===== src/rtl/reg_scoreboard_pkg.sv =====
// Shared widths and types for the long-latency register scoreboard.
package reg_scoreboard_pkg;

   localparam int REG_W = 5;
   localparam int NREGS = 32;
   localparam int CNT_W = 4;

   typedef logic [REG_W-1:0] reg_t;
   typedef logic [CNT_W-1:0] cnt_t;

   localparam reg_t X0 = 5'd0;

endpackage


===== src/rtl/reg_scoreboard_sb_file.sv =====
// One 32-entry pending-bit file with a set port, a clear port and
// combinational read ports for the ID sources, ID destination and writeback.
module sb_file
   import reg_scoreboard_pkg::*;
(
   input  logic clk,
   input  logic rst,
   input  logic set,
   input  reg_t set_addr,
   input  logic clr,
   input  reg_t clr_addr,
   input  reg_t rs1,
   input  reg_t rs2,
   input  reg_t rs3,
   input  reg_t rd,
   output logic rs1_pend,
   output logic rs2_pend,
   output logic rs3_pend,
   output logic rd_pend,
   output logic clr_pend
);

   logic [NREGS-1:0] pend;

   // set is applied after clear so it wins on the same register
   always_ff @(posedge clk) begin
      if (rst) begin
         pend <= '0;
      end else begin
         if (clr) pend[clr_addr] <= 1'b0;
         if (set) pend[set_addr] <= 1'b1;
      end
   end

   assign rs1_pend = pend[rs1];
   assign rs2_pend = pend[rs2];
   assign rs3_pend = pend[rs3];
   assign rd_pend  = pend[rd];
   assign clr_pend = pend[clr_addr];

endmodule


===== src/rtl/reg_scoreboard.sv =====
// Pending-register scoreboard for long-latency ops: RAW/WAW/full stall,
// outstanding-op counter and sticky stray-writeback error.
module reg_scoreboard
   import reg_scoreboard_pkg::*;
#(
   parameter int FLOAT   = 0,
   parameter int MAX_OUT = 4
) (
   input  logic       clk,
   input  logic       rst,
   input  logic       issue_valid,
   input  reg_t       issue_rd,
   input  logic       issue_fp,
   input  reg_t       rs1_id,
   input  reg_t       rs2_id,
   input  reg_t       rs3_id,
   input  reg_t       rd_id,
   input  logic [2:0] use_rs,
   input  logic [2:0] float_read,
   input  logic       rd_fp_id,
   input  logic       rd_we_id,
   input  logic       wb_valid,
   input  reg_t       wb_rd,
   input  logic       wb_fp,
   output logic       sb_stall,
   output logic       sb_full,
   output logic       sb_err
);

   localparam bit HAS_FP = (FLOAT != 0);

   cnt_t count;
   logic acc;
   logic i_fp, w_fp, d_fp;
   logic [2:0] use_eff, fr_eff;
   reg_t src [3];

   assign i_fp    = HAS_FP && issue_fp;
   assign w_fp    = HAS_FP && wb_fp;
   assign d_fp    = HAS_FP && rd_fp_id;
   assign use_eff = HAS_FP ? use_rs : {1'b0, use_rs[1:0]};
   assign fr_eff  = HAS_FP ? float_read : 3'b000;

   assign src[0] = rs1_id;
   assign src[1] = rs2_id;
   assign src[2] = rs3_id;

   logic [2:0] int_src, fp_src;
   logic int_rd, fp_rd, int_clr, fp_clr;

   sb_file u_int (
      .clk      (clk),
      .rst      (rst),
      .set      (acc && !i_fp && issue_rd != X0),
      .set_addr (issue_rd),
      .clr      (wb_valid && !w_fp),
      .clr_addr (wb_rd),
      .rs1      (rs1_id),
      .rs2      (rs2_id),
      .rs3      (rs3_id),
      .rd       (rd_id),
      .rs1_pend (int_src[0]),
      .rs2_pend (int_src[1]),
      .rs3_pend (int_src[2]),
      .rd_pend  (int_rd),
      .clr_pend (int_clr)
   );

   generate
      if (HAS_FP) begin : g_fp
         sb_file u_fp (
            .clk      (clk),
            .rst      (rst),
            .set      (acc && i_fp),
            .set_addr (issue_rd),
            .clr      (wb_valid && w_fp),
            .clr_addr (wb_rd),
            .rs1      (rs1_id),
            .rs2      (rs2_id),
            .rs3      (rs3_id),
            .rd       (rd_id),
            .rs1_pend (fp_src[0]),
            .rs2_pend (fp_src[1]),
            .rs3_pend (fp_src[2]),
            .rd_pend  (fp_rd),
            .clr_pend (fp_clr)
         );
      end else begin : g_no_fp
         assign fp_src = 3'b000;
         assign fp_rd  = 1'b0;
         assign fp_clr = 1'b0;
      end
   endgenerate

   // integer x0 is never a hazard; FP f0 is tracked normally
   logic raw, waw, full_stall, rd_pend, wb_pend;

   always_comb begin
      raw = 1'b0;
      for (int i = 0; i < 3; i++) begin
         if (use_eff[i]) begin
            if (fr_eff[i]) begin
               raw = raw || (fp_src[i] &&
                     !(wb_valid && wb_rd == src[i] && w_fp));
            end else begin
               raw = raw || (int_src[i] && src[i] != X0 &&
                     !(wb_valid && wb_rd == src[i] && !w_fp));
            end
         end
      end
   end

   assign rd_pend = d_fp ? fp_rd : (int_rd && rd_id != X0);
   assign waw = rd_we_id && rd_pend &&
                !(wb_valid && wb_rd == rd_id && w_fp == d_fp);

   assign sb_full    = (count == cnt_t'(MAX_OUT));
   assign full_stall = issue_valid && sb_full && !wb_valid;
   assign sb_stall   = raw || waw || full_stall;
   assign acc        = issue_valid && !sb_stall;
   assign wb_pend    = w_fp ? fp_clr : int_clr;

   always_ff @(posedge clk) begin
      if (rst) begin
         count  <= '0;
         sb_err <= 1'b0;
      end else begin
         if (wb_valid && (!wb_pend || count == '0)) sb_err <= 1'b1;
         case ({acc, wb_valid})
            2'b10:   count <= count + cnt_t'(1);
            2'b01:   if (count != '0) count <= count - cnt_t'(1);
            default: count <= count;
         endcase
      end
   end

endmodule

===== config.mk =====
export PLATFORM = sky130hd
export DESIGN_NAME = reg_scoreboard
export DESIGN_NICKNAME = d
export VERILOG_FILES = /design/src/rtl/reg_scoreboard_pkg.sv /design/src/rtl/reg_scoreboard_sb_file.sv /design/src/rtl/reg_scoreboard.sv
export SDC_FILE = /design/constraint.sdc
export NUM_CORES = 1
export LEC_CHECK = 0
export CORE_ASPECT_RATIO = 0.7
export CORE_MARGIN = 2
export CORE_UTILIZATION = 55
export DETAILED_ROUTE_END_ITERATION = 8
export PLACE_DENSITY = 0.89
export SLEW_MARGIN = 40
export SYNTH_ARGS = -nofsm -noshare
export SYNTH_HDL_FRONTEND = slang
export SYNTH_SLANG_ARGS = --single-unit

===== constraint.sdc =====
create_clock -name clk -period 4.9 [get_ports clk]
set_input_delay 0.98 -clock clk [delete_from_list [all_inputs] [get_ports clk]]
set_output_delay 0.98 -clock clk [all_outputs]
set_load 0.02 [all_outputs]

======== Yosys cells after proc, flatten, opt, wreduce, memory -nomap -nowiden ========
Cells that the tools add are included.
operators by class
  equality and inequality tests ........... 7
  muxes and demuxes ....................... 19
  reductions and logical operators ........ 35
  magnitude comparators ................... 7
  $add $sub $neg .......................... 2
  bitwise logic cells ..................... 3
operators with widths
  operator               number
  $mux W32               3
  $and A32 B32 Y32       1
  $not A32 Y32           1
  $or A32 B32 Y32        1
  $lt A5 B6 Y1 const B   5
  $bmux W1 S5            4
  $reduce_bool A5 Y1     4
  $logic_and A1 B1 Y1    17
  $eq A5 B5 Y1           3
  $demux W1 S5           2
  $ge A5 B1 Y1 const B   2
  $mux W1                8
  $pmux W4 S2            1
  $logic_not A1 Y1       6
  $add A4 B1 Y4 const B  1
  $eq A4 B3 Y1 const B   1
  $logic_not A4 Y1       1
  $logic_or A1 B1 Y1     4
  $mux W4                1
  $reduce_bool A4 Y1     1
  $sub A4 B1 Y4 const B  1
  $eq A2 B1 Y1 const B   1
  $eq A2 B2 Y1 const B   1
  $ne A2 B2 Y1 const B   1
  other kinds (2)        2
storage, ports and cells
  output and inout port bits .............. 3
  word-level logic and storage cells ...... 76
  input port bits ......................... 44
  flip-flop bits (word level) ............. 37

======== Logic depth before layout (Yosys ltp) ========
Gate-level depths: netlist of the first run.
  depth in word-level cells ............... 14
  depth in mapped cells ................... 16
  gate-level depth less buffers ........... 14

======== Hierarchy ========
From an unflattened synthesis of the first run, not the netlist that was laid out.
second synthesis, totals
  cells, all modules ...................... 434
  area, all modules ....................... 3498.4 um^2
by module, submodules not included
  module          cells each  seq. area each (um^2)  area an instance (um^2)  times used
  sb_file         349         640.6                  2792.7                   1
  reg_scoreboard  85          100.1                  705.7                    1

======== Least setup slack after synthesis of the first run ========
Ideal clock, no wire load.
  path type ............................... input to register
  start ................................... input rs1_id[1]
  end ..................................... register count[3]
  data arrival time ....................... 4020 ps
  stages on the path ...................... 15
  data required time ...................... 4813 ps
  buffers on the path ..................... 1
  library setup time ...................... 87 ps
  slack ................................... 793 ps
  cell sequence ........................... buf_2 > mux4_2 > nor2b_1 > a211o_1 > a32oi_1 > o221a_2 > nand2_2 > nand2_1 > inv_1 > ha_1 > a21o_1 > a21oi_1 > nor3b_1 > mux2_1 > nor4b_2
on the way
  cells in the longest elaborated chain, start to end .. 14
  elaborated cells on any way between the ends .. 21
  those cells by class .................... eq/ne (4); mux (5); reduce/logical (12)
ends and longest elaborated chain
  what                                                                  RTL line                                             text
  start: declaration                                                    reg_scoreboard.sv:14                                 input reg_t rs1_id,
  $bmux W1 S5 or $eq A5 B5 Y1 (tied branches)                           reg_scoreboard_sb_file.sv:35, reg_scoreboard.sv:107
  $mux W1 (not written as such) or $logic_and A1 B1 Y1 (tied branches)  reg_scoreboard_sb_file.sv:35, reg_scoreboard.sv:107
  $logic_and A1 B1 Y1 or $logic_not A1 Y1 (tied branches)               reg_scoreboard.sv:106, reg_scoreboard.sv:107
  $logic_and A1 B1 Y1 (*)                                               reg_scoreboard.sv:106                                raw = raw || (int_src[i] && src[i] != X0 &&
  $mux W1 (*)                                                           reg_scoreboard.sv:101                                if (use_eff[i]) begin
  $logic_or A1 B1 Y1                                                    reg_scoreboard.sv:106
  $mux W1 (*)                                                           reg_scoreboard.sv:101
  $logic_or A1 B1 Y1 (*) (2 in series)                                  reg_scoreboard.sv:119                                assign sb_stall = raw || waw || full_stall;
  $logic_not A1 Y1 (*)                                                  reg_scoreboard.sv:120                                assign acc = issue_valid && !sb_stall;
  $logic_and A1 B1 Y1 (*)                                               reg_scoreboard.sv:120
  $eq A2 B1 Y1 or $eq A2 B2 Y1 (tied branches)                          reg_scoreboard.sv:129                                case ({acc, wb_valid})
  $ne A2 B2 Y1 (no source line) or $reduce_bool A2 Y1 (tied branches)   -
  $reduce_and A2 Y1 (no source line)                                    -
  end signal: assignment                                                reg_scoreboard.sv:130                                2'b10: count <= count + cnt_t'(1);
  end signal: assignment                                                reg_scoreboard.sv:131                                2'b01: if (count != '0) count <= count - cnt_t'(1);
  end signal: assignment                                                reg_scoreboard.sv:132                                default: count <= count;
  end: declaration                                                      reg_scoreboard.sv:32                                 cnt_t count;
Mark *: on every way between the ends. The rest lies on a longest branch, timed or not. The select of a mux whose other input is x is not followed.
A chain may end at the register's enable or synchronous reset.

======== Worst setup path in the final report of the first run ========
  start ................................... input rd_id[1]
  end ..................................... output sb_stall
on the way
  cells in the longest elaborated chain, start to end .. 7
  elaborated cells on any way between the ends .. 11
  those cells by class .................... eq/ne (1); mux (2); reduce/logical (8)
ends and longest elaborated chain
  what                                  RTL line                      text
  start: declaration                    reg_scoreboard.sv:17          input reg_t rd_id,
  $bmux W1 S5                           reg_scoreboard_sb_file.sv:38  assign rd_pend = pend[rd];
  $mux W1 (not written as such)         reg_scoreboard_sb_file.sv:38
  $logic_and A1 B1 Y1                   reg_scoreboard.sv:113         assign rd_pend = d_fp ? fp_rd : (int_rd && rd_id != X0);
  $logic_and A1 B1 Y1                   reg_scoreboard.sv:114         assign waw = rd_we_id && rd_pend &&
  $logic_and A1 B1 Y1 (*)               reg_scoreboard.sv:114
  $logic_or A1 B1 Y1 (*) (2 in series)  reg_scoreboard.sv:119
  end: declaration                      reg_scoreboard.sv:25          output logic sb_stall,
Marked as above.

==> results.sh, run 1 <==
export IMPL_synth_edf_count=0
export IMPL_p_int_mw=0.598
export IMPL_fin_crit_sh_pct=95.9
export IMPL_synth_ff_type="dfxtp_1"
export IMPL_avgSynthCellArea_um2=9.57
export IMPL_synth_top_area_share_pct=22.9
export IMPL_rows=23
export IMPL_worstSetupStartpointType="input pin"
export IMPL_core_region_area_mm2=0.00570
export IMPL_preCtsSetupSlack_ns=-0.106
export IMPL_drt_iter0_drc=428
export IMPL_grt_pass1_wl_mm=15.0
export IMPL_switching_share_pct=32.8
export IMPL_area_delta_synth_final_pct=15.3
export IMPL_die_h_um=68.1
export IMPL_period_minus_slack_ns=4.70
export IMPL_cp_end_kind="output pin"
export IMPL_wl_per_cell_um=22.2
export IMPL_final_nets=408
export IMPL_post_route_util_pct=65.4
export IMPL_wl_mm=9.69
export IMPL_cts_clk_slew_worst_paths_ns=0.08
export IMPL_final_cell_mix="37 x dfxtp_1, 33 x nand2_1, 33 x clkdlybuf4s50_1"
export IMPL_status="finished, final reports clean"
export IMPL_cts_sinks=37
export IMPL_worstHoldPathType="reg2reg"
export IMPL_vias_per_cell=7.13
export IMPL_yosys_area_top_type="dfxtp_1"
export IMPL_slew_violations=0
export IMPL_synth_distinct_cells=57
export IMPL_ys_seq_elements=37
export IMPL_path_class="in2out"
export IMPL_rsz0062_at_grt="no"
export IMPL_drive_above_1_share_pct=16.9
export IMPL_drcViolationCount=0
export IMPL_grt_max_degree=33
export IMPL_drv_cap=0
export IMPL_grt_pass1_vias=2877
export IMPL_postCtsSetupRepairBufs=0
export IMPL_synth_area_leaders="dfxtp_1 23%, mux4_2 15%, mux4_1 4.9%"
export IMPL_clockBufferDepth=2
export IMPL_ant_nets=0
export IMPL_comb_power_share_pct=30.9
export IMPL_power_frac_seq_pct=37.6
export IMPL_pwr_share_clk_pct=31.5
export IMPL_postCtsHoldBufs=0
export IMPL_num_io_pins=47
export IMPL_tns_ns=0
export IMPL_ys_warn_count=0
export IMPL_fp_dieW_um=95.6
export IMPL_synth_seq_area_share_pct=22.9
export IMPL_dieArea_mm2=0.00652
export IMPL_power_density_mw_per_mm2=239
export IMPL_cts_root_buf="clkbuf_8"
export IMPL_async_flop_share_pct=0
export IMPL_cts_tree="built"
export IMPL_grt_util_all_layers_pct=30.8
export IMPL_worstSkewPairLatency_ns=0.29
export IMPL_slew_headroom_pct=48.2
export IMPL_synth_area_mm2=0.00323
export IMPL_num_antenna_cells=0
export IMPL_hold_slack_ns=0.538
export IMPL_finalHoldViolCount=0
export IMPL_p_total_mw=0.890
export IMPL_fin_ws_ns=0.203
export IMPL_cts_buffers=5
export IMPL_dr_total_vias=3116
export IMPL_critPathArrivalTime_ns=3.72
export IMPL_setup_viol=0
export IMPL_cp_max_fo=4
export IMPL_worstMarginPinSlew_ns=0.775
export IMPL_syn_nets=385
export IMPL_synthCells=338
export IMPL_grt_antenna_before_repair=0
export IMPL_initial_utilization_pct=56.7
export IMPL_p_sw_mw=0.291
export IMPL_fillCellCount=455
export IMPL_hpwl_mm=7.31
export IMPL_skew_ns=0.00568
export IMPL_grt_ovfl_total=0
export IMPL_vdd_drop_max_mv=0.183
export IMPL_worst_ep_required_time_ns=3.92
export IMPL_fmax_ghz=0.213
export IMPL_mostFrequentLayoutCell="dfxtp_1"
export IMPL_htreeDepth=2
export IMPL_gp_congestion=0.937
export IMPL_dr_pass1_iters=5
export IMPL_portBuffers=34
export IMPL_p_leak_nw=1.33
cell type report:
class	count	area (um2)	area share, %
Clock inverter	2	37.5	1.01
Inverter	11	41.3	1.11
Sequential cell	37	741	19.9
Clock buffer	6	82.6	2.22
Multi-Input combinational cell	259	2290	61.5
Timing Repair Buffer	47	440	11.8
Tap cell	75	93.8	2.52
sequential cells by signal (all words and copies together) (netlist names):
| register | count |
|---|---|
| u_int.pend | 32 |
| count | 4 |
| sb_err | 1 |
critical path: stages:
cell	delay (ns)
clkdlybuf4s50_1	0.54
mux4_2	0.53
or2_2	0.28
a311oi_1	0.31
a311oi_1	0.12
a32oi_4	0.25
o211ai_1	0.13
clkdlybuf4s50_1	0.57
synthesized netlist by cell type (7+ instances only):
cell type / instances
nand3b_1: 7
nand2_1: 33
clkbuf_1: 19
xnor2_1: 12
nand3_1: 24
o211ai_1: 18
nor2b_1: 7
mux2i_1: 14
dfxtp_1: 37
inv_1: 10
o41ai_1: 9
o21ai_0: 12
nor3b_1: 8
nor2_1: 8
o31ai_1: 8
mux4_2: 22
through the flow:
step,instance area [um2],instances
final,3730,437
after global routing,3730,437
after CTS,3720,437
after detailed placement,3600,429
after global placement,3600,429
after floorplan,3230,338
power groups by stage:
| stage | logic [mW] | registers (mW) | clock network (mW) |
|---|---|---|---|
| final | 0.275 | 0.334 | 0.280 |
| after global routing | 0.296 | 0.335 | 0.289 |
| after CTS | 0.271 | 0.332 | 0.280 |
| after detailed placement | 0.266 | 0.339 | 0 |
| after global placement | 0.254 | 0.338 | 0 |
| after floorplan | 0.189 | 0.334 | 0 |
cell families after synthesis:
logic type | after synthesis | share of synthesized area (%)
flops | 37 | 22.9
fa+ha+maj | 3 | 1.39
mux | 45 | 25.6
xor+xnor | 16 | 4.33
compound gates | 80 | 20.1
buf+inv | 42 | 6.23
simple gates | 115 | 19.4
metal layers:
metal	vias to the layer above	routed length (um)	share of wire, %	GRT usage, %
met5	-	0	0	0
met4	0	181	1.9	8.39
met3	20	1230	13	6.28
met2	240	4180	43	45.9
met1	1482	4100	42	45.6
li1	1374	-	-	-
path summary, 6_finish.rpt:
check,from,endpoint,slack (ns),depth (start not counted)
max reg2reg,u_int.pend[28],count[3],1.21,13
min reg2reg,u_int.pend[17],u_int.pend[17],0.54,2
max,rd_id[1],sb_stall,0.20,8
min,u_int.pend[17],u_int.pend[17],0.54,2
timing repair:
action / 4_1_cts / 5_1_grt
endpoints found under the setup margin: 0 / 1
hold endpoints to repair: 0 / 0
gates resized for setup: 0 / 1
Power figures use the tool's default switching activity.
==> run 2, diff against run 1 <==
CTS_CLUSTER_SIZE = 20   (was not set)
clock period = 4.6 ns   (was 4.9 ns; I/O delays follow)
==> results.sh, run 2 (synthesized netlist as in run 1, its figures left out) <==
export IMPL_dr_pass1_iters=5
export IMPL_power_density_mw_per_mm2=253
export IMPL_finalHoldViolCount=0
export IMPL_postCtsSetupRepairBufs=0
export IMPL_dr_total_vias=3082
export IMPL_grt_pass1_wl_mm=14.7
export IMPL_rows=23
export IMPL_largest_register_ffs=32
export IMPL_gp_congestion=0.998
export IMPL_vdd_drop_max_mv=0.215
export IMPL_critPathArrivalTime_ns=3.51
export IMPL_die_h_um=68.1
export IMPL_drv_cap=0
export IMPL_grt_max_degree=33
export IMPL_grt_antenna_before_repair=0
export IMPL_status="finished, final reports clean"
export IMPL_cp_max_fo=7
export IMPL_worstMarginPinSlew_ns=0.739
export IMPL_cts_root_buf="clkbuf_8"
export IMPL_grt_util_all_layers_pct=30.4
export IMPL_mostFrequentLayoutCell="dfxtp_1"
export IMPL_path_class="in2out"
export IMPL_cts_sinks=37
export IMPL_cts_clk_slew_worst_paths_ns=0.07
export IMPL_place_area_mm2=0.00369
export IMPL_dieArea_mm2=0.00652
export IMPL_drcViolationCount=0
export IMPL_stdcell_count=449
export IMPL_num_antenna_cells=0
export IMPL_vias_per_cell=6.86
export IMPL_cts_buffers=5
export IMPL_area_delta_synth_final_pct=17.8
export IMPL_initial_utilization_pct=56.7
export IMPL_wl_per_cell_um=21.0
export IMPL_slew_headroom_pct=50.6
export IMPL_setup_viol=0
export IMPL_worst_ep_required_time_ns=3.68
export IMPL_portBuffers=34
export IMPL_final_nets=420
export IMPL_p_leak_nw=1.37
export IMPL_grt_ovfl_total=0
export IMPL_fp_dieW_um=95.6
export IMPL_final_cell_area_mm2=0.00381
export IMPL_top_regs="u_int.pend x32, count x4, sb_err x1"
export IMPL_hpwl_mm=7.23
export IMPL_grt_pass1_vias=2878
export IMPL_post_route_util_pct=66.8
export IMPL_hold_slack_ns=0.473
export IMPL_ant_nets=0
export IMPL_worstHoldPathType="reg2reg"
export IMPL_cp_end_kind="output pin"
export IMPL_htreeDepth=2
export IMPL_drt_iter0_drc=393
export IMPL_cts_resized_gates=1
export IMPL_num_io_pins=47
export IMPL_core_region_area_mm2=0.00570
export IMPL_worstSetupStartpointType="input pin"
export IMPL_skew_ns=0.00889
export IMPL_rsz0062_at_grt="no"
export IMPL_cts_tree="built"
export IMPL_final_cell_mix="37 x dfxtp_1, 33 x nand2_1, 33 x clkdlybuf4s50_1"
export IMPL_top_register="u_int.pend"
export IMPL_worstSkewPairLatency_ns=0.30
export IMPL_tns_ns=0
export IMPL_period_minus_slack_ns=4.43
export IMPL_drive_above_1_share_pct=19.5
export IMPL_place_inst=441
export IMPL_fin_crit_sh_pct=96.3
export IMPL_clockBufferDepth=2
export IMPL_slew_violations=0
export IMPL_postCtsHoldBufs=0
export IMPL_fmax_ghz=0.226
export IMPL_wl_mm=9.45
## run 2: changes by cell type in the layout (fill, tap and decap cells not counted)
cell            previous run  this run
dlymetal6s2s_1             1         0
clkbuf_8                   6         5
dlygate4sd2_1              0         1
clkinv_4                   0         1
buf_4                     13        25
## run 2: path summary, 6_finish.rpt
path	slack, ns	cells after the start	to	start
worst max-delay path	0.17	8	sb_stall	rs2_id[0]
worst min-delay path	0.47	2	sb_err	sb_err
worst max register to register	1.11	14	count[3]	u_int.pend[28]
worst min register to register	0.47	2	sb_err	sb_err
## run 2: per-layer routing
metal  vias to the layer above  GRT usage (%)  routed length [um]
met4                         0           9.64                 136
met1                      1481           43.3                4080
met3                        15           8.26                1150
met2                       193           45.0                4090
met5                         -              0                   0
li1                       1393              -                   -
## run 2: where the power goes
part / total [mW] / leakage (nW) / switching (mW) / internal, mW
combinational: 0.316 / 1.02 / 0.169 / 0.147
clock: 0.290 / 0.0543 / 0.127 / 0.162
sequential: 0.357 / 0.299 / 0.0223 / 0.334
total: 0.962 / 1.37 / 0.318 / 0.644
## run 2: area by class of cell
cell class                 count  area [um2]
fill                         430        1890
sequential                    37         741
clock inverter                 3        46.3
tap                           75        93.8
timing repair buffer          59         527
inverter                      11        41.3
clock buffer                   5        68.8
multi-input combinational    259        2290
## run 2: through the flow
stage / setup WS, ns / total power, mW
global placement: -0.0353 / 0.655
global route: 0.0632 / 1.00
floorplan: 0.553 / 0.557
finish: 0.172 / 0.962
CTS: 0.165 / 0.960
detailed placement: -0.0640 / 0.673
## run 2: worst max-delay path: stages
cell and delay, ns:
clkdlybuf4s50_1 0.46, buf_4 0.16, mux4_1 0.57, mux4_2 0.48, nand2b_4 0.16, a32oi_4 0.28
o211ai_1 0.13, dlygate4sd2_1 0.35
